File: config.mk
export PLATFORM = sky130hd
export DESIGN_NAME = regfile_dump_streamer
export DESIGN_NICKNAME = d
export VERILOG_FILES = /design/src/rtl/regfile_dump_streamer.sv
export SDC_FILE = /design/constraint.sdc
export NUM_CORES = 1
export LEC_CHECK = 0
export ABC_CLOCK_PERIOD_IN_PS = 6800
export BUFFER_PORTS_ARGS = -buffer_cell sky130_fd_sc_hd__buf_2
export CORE_MARGIN = 5
export CORE_UTILIZATION = 40
export DETAILED_ROUTE_END_ITERATION = 8
export PLACE_DENSITY = 0.69
export SLEW_MARGIN = 20
export SYNTH_ARGS = -nofsm -noshare
export SYNTH_HDL_FRONTEND = slang
export SYNTH_SLANG_ARGS = --single-unit
File: constraint.sdc
create_clock -name clock -period 6.8 [get_ports clock]
set_input_delay 0.68 -clock clock [delete_from_list [all_inputs] [get_ports clock]]
set_output_delay 0.68 -clock clock [all_outputs]
set_load 0.01 [all_outputs]
File: src/rtl/regfile_dump_streamer.sv
// Streams a debug frame on request: a cycle timestamp, every architectural register
// read through the debug port, then an XOR checksum, over a valid/ready interface.
module regfile_dump_streamer #(
  parameter int DATA_WIDTH = 32,
  parameter int NUM_REGS   = 32,
  parameter int ADDR_WIDTH = 5
) (
  input  logic                  clock,
  input  logic                  reset,
  input  logic                  start,
  output logic                  busy,
  output logic                  done,
  output logic [ADDR_WIDTH-1:0] dbg_rd_addr,
  input  logic [DATA_WIDTH-1:0] dbg_rd_data,
  output logic                  out_valid,
  input  logic                  out_ready,
  output logic [DATA_WIDTH-1:0] out_data,
  output logic                  out_last
);

  typedef enum logic [2:0] {
    IDLE,
    SEND_TS,
    FETCH,
    SEND_REG,
    SEND_CK,
    DONE
  } state_t;

  localparam logic [ADDR_WIDTH-1:0] LAST_IDX = ADDR_WIDTH'(NUM_REGS - 1);

  state_t                state;
  state_t                next_state;
  logic [DATA_WIDTH-1:0] cycle_cnt;
  logic [DATA_WIDTH-1:0] checksum;
  logic [ADDR_WIDTH-1:0] idx;
  logic                  xfer;

  assign xfer        = out_valid & out_ready;
  assign dbg_rd_addr = idx;

  always_ff @(posedge clock or posedge reset) begin
    if (reset) begin
      state <= IDLE;
    end else begin
      state <= next_state;
    end
  end

  always_comb begin
    next_state = state;
    case (state)
      IDLE:     if (start) next_state = SEND_TS;
      SEND_TS:  if (xfer) next_state = FETCH;
      FETCH:    next_state = SEND_REG;
      SEND_REG: if (xfer) next_state = (idx == LAST_IDX) ? SEND_CK : FETCH;
      SEND_CK:  if (xfer) next_state = DONE;
      DONE:     next_state = IDLE;
      default:  next_state = IDLE;
    endcase
  end

  // Handshake outputs decode the registered state only, so nothing from
  // out_ready or dbg_rd_data reaches them combinationally.
  always_comb begin
    busy      = (state != IDLE);
    done      = (state == DONE);
    out_valid = (state == SEND_TS) || (state == SEND_REG) || (state == SEND_CK);
    out_last  = (state == SEND_CK);
  end

  always_ff @(posedge clock or posedge reset) begin
    if (reset) begin
      cycle_cnt <= '0;
      out_data  <= '0;
      checksum  <= '0;
      idx       <= '0;
    end else begin
      cycle_cnt <= cycle_cnt + DATA_WIDTH'(1);
      case (state)
        IDLE: begin
          if (start) begin
            out_data <= cycle_cnt;
            checksum <= cycle_cnt;
            idx      <= '0;
          end
        end
        FETCH: begin
          out_data <= dbg_rd_data;
          checksum <= checksum ^ dbg_rd_data;
        end
        SEND_REG: begin
          if (xfer) begin
            if (idx == LAST_IDX) begin
              out_data <= checksum;
            end else begin
              idx <= idx + ADDR_WIDTH'(1);
            end
          end
        end
        default: ;
      endcase
    end
  end

endmodule
Yosys cells after proc, flatten, opt, wreduce, memory -nomap -nowiden:

Index checks and enable logic that the tools add are counted.

* $add $sub $neg: 2
* reductions and logical operators: 11
* bitwise logic cells: 2
* muxes and demuxes: 15
* equality and inequality tests: 12

Operators by type and width (count)
* $mux W32: 3
* $pmux W32 S3: 1
* $pmux W32 S2: 1
* $add A32 B1 Y32 const B: 1
* $xor A32 B32 Y32: 1
* $mux W3: 5
* $mux W5: 3
* $pmux W3 S5: 1
* $reduce_and A4 Y1: 3
* $pmux W5 S2: 1
* $ne A2 B2 Y1 const B: 4
* $eq A3 B2 Y1 const B: 2
* $eq A3 B3 Y1 const B: 2
* $reduce_bool A3 Y1: 2
* $add A5 B1 Y5 const B: 1
* $eq A5 B5 Y1 const B: 1
* $ne A2 B1 Y1 const B: 2
* $reduce_bool A2 Y1: 2
* $eq A3 B1 Y1 const B: 1
* $logic_not A3 Y1: 1
* $logic_or A1 B1 Y1: 2
* $reduce_and A2 Y1: 1
* $and A1 B1 Y1: 1

* input bits: 36
* output and inout port bits: 41
* word-level logic and storage cells: 47
* bits in registers: 104

Logic depth before layout (Yosys ltp):

* word-level depth: 6
* gate-level depth with buffers: 8
* gate-level depth less buffers: 7

Least setup slack after synthesis:

No wires, ideal clock.

* path type: reg2out
* start point: register state[0]
* end point: output out_valid
* buffers on the path: 3
* cell stages (with the launch flop): 6
* arrival: 1.508 ns
* required time: 6.120 ns
* slack: 4.612 ns
* cell sequence: dfrtp_1 clkbuf_1 buf_4 buf_2 nor3b_1 o21bai_1

RTL lines
* start: declaration: line 32 `state_t state;`
* start signal: assignment: line 46 `state <= next_state;`
* $eq A3 B3 Y1
* net out_last: line 18 `output logic out_last`
* $logic_or A1 B1 Y1: line 68 `out_valid = (state == SEND_TS) || (state == SEND_REG) || (state == SEND_CK);`
* end: declaration: line 15 `output logic out_valid,`

The timed path passes the listed nets, and every way through them passes these cells.

Worst setup path in the final report:

* start point: register idx[0], in the netlist dbg_rd_addr[0]
* end point: register out_data[12]

* word-level cells in the longest chain between the ends: 3

RTL lines
* start: declaration: line 36 `logic [ADDR_WIDTH-1:0] idx;`
* start signal: assignment: line 97 `idx <= idx + ADDR_WIDTH'(1);`
* $eq A5 B5 Y1: line 94 `if (idx == LAST_IDX) begin`
* $ne A2 B1 Y1 (no source line)
* $reduce_and A4 Y1 (no source line)
* end signal: assignment: line 83 `out_data <= cycle_cnt;`
* end signal: assignment: line 89 `out_data <= dbg_rd_data;`
* end signal: assignment: line 95 `out_data <= checksum;`
* end: declaration: line 17 `output logic [DATA_WIDTH-1:0] out_data,`

Every way passes these cells.
A chain may end at the register's enable or synchronous reset.

==> out/metrics.yaml <==
netlist_instances: 491
rrSetupSlack_ns: 4.26
cp-startpoint: "dbg_rd_addr[0]"
ir_worst_vdd_uv: 148
leakagePower_nw: 2.66
p_total_w: 0.00184
clk_latency_ns: 0.35
cap_violations: 0
power_frac_comb: 0.250
tns_ns: 0
path_buf_inv: 0
status: "finished clean"
fin_crit_ns: 2.54
synth_area_leader_cell: "dfrtp_1"
fp.dieArea_mm2: 0.0155
cts_max_level: 3
fin_util: 0.471
endpoint_kind: "flop"
rr_worst_depth: 7
grt_pass1_vias: 4185
grt_overflow: 0
dr.pass1.iters: 4
chipWidth_um: 124
finalNetCount: 588
cts-resized-gates: 0
worstSetupPathType: "flop to flop"
rsz0062_at_grt: "false"
finalWeightedCongestion: 0.889
ys_types: 42
crit_required_ns: 7.03
clk_pin_slew_ns: 0.07
r2r-end: "out_data[12]"
rows: 41
hold_class: "input pin to asynchronous set/reset pin"
syn_nets: 530
drc: 0
clockBufferDepth: 2
seq_area_frac_synth: 0.497
grt_first_pass_wirelength_um: 20500
synth_top_area_frac: 0.497
grtUsageTotal: 0.159
finalWirelength_um: 12100
clockPowerShare: 0.263
drive_gt1_frac: 0.194
setup.worst_path.end: "out_data[12]"
final_max_slew_viol_count: 0
finClkSkew_ns: 0.0118
ant_nets: 0
critPathLaunchType: "flop"
fillers: 1244
avgSynthCellArea_um2: 10.7
tightest_slew_ns: 1.00
grt_max_degree: 68
detail_route.iter0.violations: 258
cts-root-buf: "clkbuf_16"
finalHoldViolCount: 0
critPathMaxStageDelay_ns: 0.78
max_freq_mhz: 393
p_sw_frac: 0.308
viasPerCell: 5.60
yosysWarnings: 0
slowest_stage: "nor2_4"
critPathMaxFanout: 32
cts_setup_buffers: 0
core_mm2: 0.0127
wl_per_cell_um: 16.7
io_pins: 77
cp.depth: 7
n_antenna_cell: 0
ys_ff_latch: 104
powerDensity_mw_per_mm2: 306
start_util: 0.412
final_cell_mix: "dfrtp_1 (103), buf_2 (76), nand2_1 (48), nor2_1 (41)"
ys_top_cells_by_area: "dfrtp_1 (50%), mux2_1 (6.9%), mux2i_1 (6.1%), a311oi_1 (5.3%), a211oi_1 (4.9%)"
port_buffers: 76
period_share: 0.374
cts_sinks: 104
synth_area_mm2: 0.00524
cts_tree: "done"
path_cells: "ha_1 -> and3_1 -> ha_1 -> a21bo_1 -> a22oi_1 -> nor2_4 -> mux2_1"
layout_commonest_cell: "dfrtp_1"
crit_top_cell: "ha_1"
area_delta_synth_final_pct: 14.3
seqPwrFrac: 0.488
cts-buffers-inserted: 9
finalSetupViolations: 0
slew-limit-headroom: 0.331
crit_family: "simple AND/OR/NAND/NOR gates"
grt_antenna_before_repair: 0
dp_hpwl_um: 8170
die_h_um: 124
intPower_w: 0.00127
rr_startpoint: "dbg_rd_addr[0]"
route.vias.total: 4056
cts_hold_buf: 0
worstPathArrival_ns: 2.77
power_switching_w: 0.000565
[cell type report]
cell class,instances,area (um2),area share
clock buffer,13,260,0.0434
clock inverter,1,5.00,0.000835
inverter,9,36.3,0.00605
multi-input combinational,344,2450,0.410
sequential,104,2600,0.434
tap,172,215,0.0359
timing repair buffer,81,418,0.0697
[through the flow]
step	setup slack (ns)	hold slack (ns)	std cells	instance area, um2
6_report	4.26	0.360	724	5990
5_1_grt	4.05	0.405	724	5990
4_1_cts	4.23	0.375	724	5990
3_5_place_dp	4.26	0.469	710	5730
3_3_place_gp	4.38	0.464	710	5730
2_1_floorplan	3.39	0.458	491	5240
[sequential cells by signal (all words and copies together), names as in the netlist]
name and cells:
checksum 32, out_data 32, dbg_rd_addr 5, cycle_cnt 32, state 3
[cells in the mapped netlist, drive strengths merged]
cell type,n
dfrtp,104
nand2,49
nor2,43
a211oi,34
o21ai,34
mux2,33
a311oi,32
mux2i,32
xnor2,27
buf,22
clkbuf,12
nand3,12
nand4,10
inv,9
nor3,5
and3,4
nor4,4
xor2,4
ha,3
a21o,2
nor3b,2
a21bo,1
a21oi,1
a22o,1
a22oi,1
and2,1
and4,1
nand2b,1
nand4b,1
o211a,1
o21bai,1
o31ai,1
or3,1
or3b,1
or4,1
[worst min path at each step]
| stage | cells after the start | slack, ns | end | start |
|---|---|---|---|---|
| after floorplan | 1 | 0.46 | checksum[18] | checksum[18] |
| after global placement | 1 | 0.46 | out_data[26] | out_data[26] |
| after detailed placement | 1 | 0.47 | out_data[23] | out_data[23] |
| after CTS | 2 | 0.37 | out_data[25] | reset |
| after global routing | 2 | 0.41 | checksum[24] | reset |
| final | 2 | 0.36 | checksum[24] | reset |
[logic make-up after synthesis]
| group | count (synthesis) | share of synthesized area |
|---|---|---|
| and+or+nand+nor | 136 | 0.126 |
| adders and majority gates | 3 | 0.00716 |
| xor gates and xnor gates | 31 | 0.0518 |
| DFF | 104 | 0.497 |
| buffers and inverters | 43 | 0.0384 |
| muxes | 65 | 0.132 |
| AOI/OAI and AO/OA | 109 | 0.148 |
[power groups by stage]
stage / clock network, W / registers (W) / logic (W)
detailed placement: 0 / 0.000907 / 0.000467
global route: 0.000515 / 0.000918 / 0.000511
global placement: 0 / 0.000894 / 0.000448
CTS: 0.000493 / 0.000896 / 0.000469
floorplan: 0 / 0.000926 / 0.000254
finish: 0.000482 / 0.000896 / 0.000458
[routing by layer]
| layer | track usage | vias to the layer above | wire (um) |
|---|---|---|---|
| met4 | 0.0393 | 0 | 114 |
| met1 | 0.205 | 2039 | 5370 |
| met3 | 0.0369 | 11 | 401 |
| met2 | 0.269 | 96 | 6230 |
| met5 | 0 | - | 0 |
| li1 | - | 1910 | - |
(Power assumes the default switching activity.)
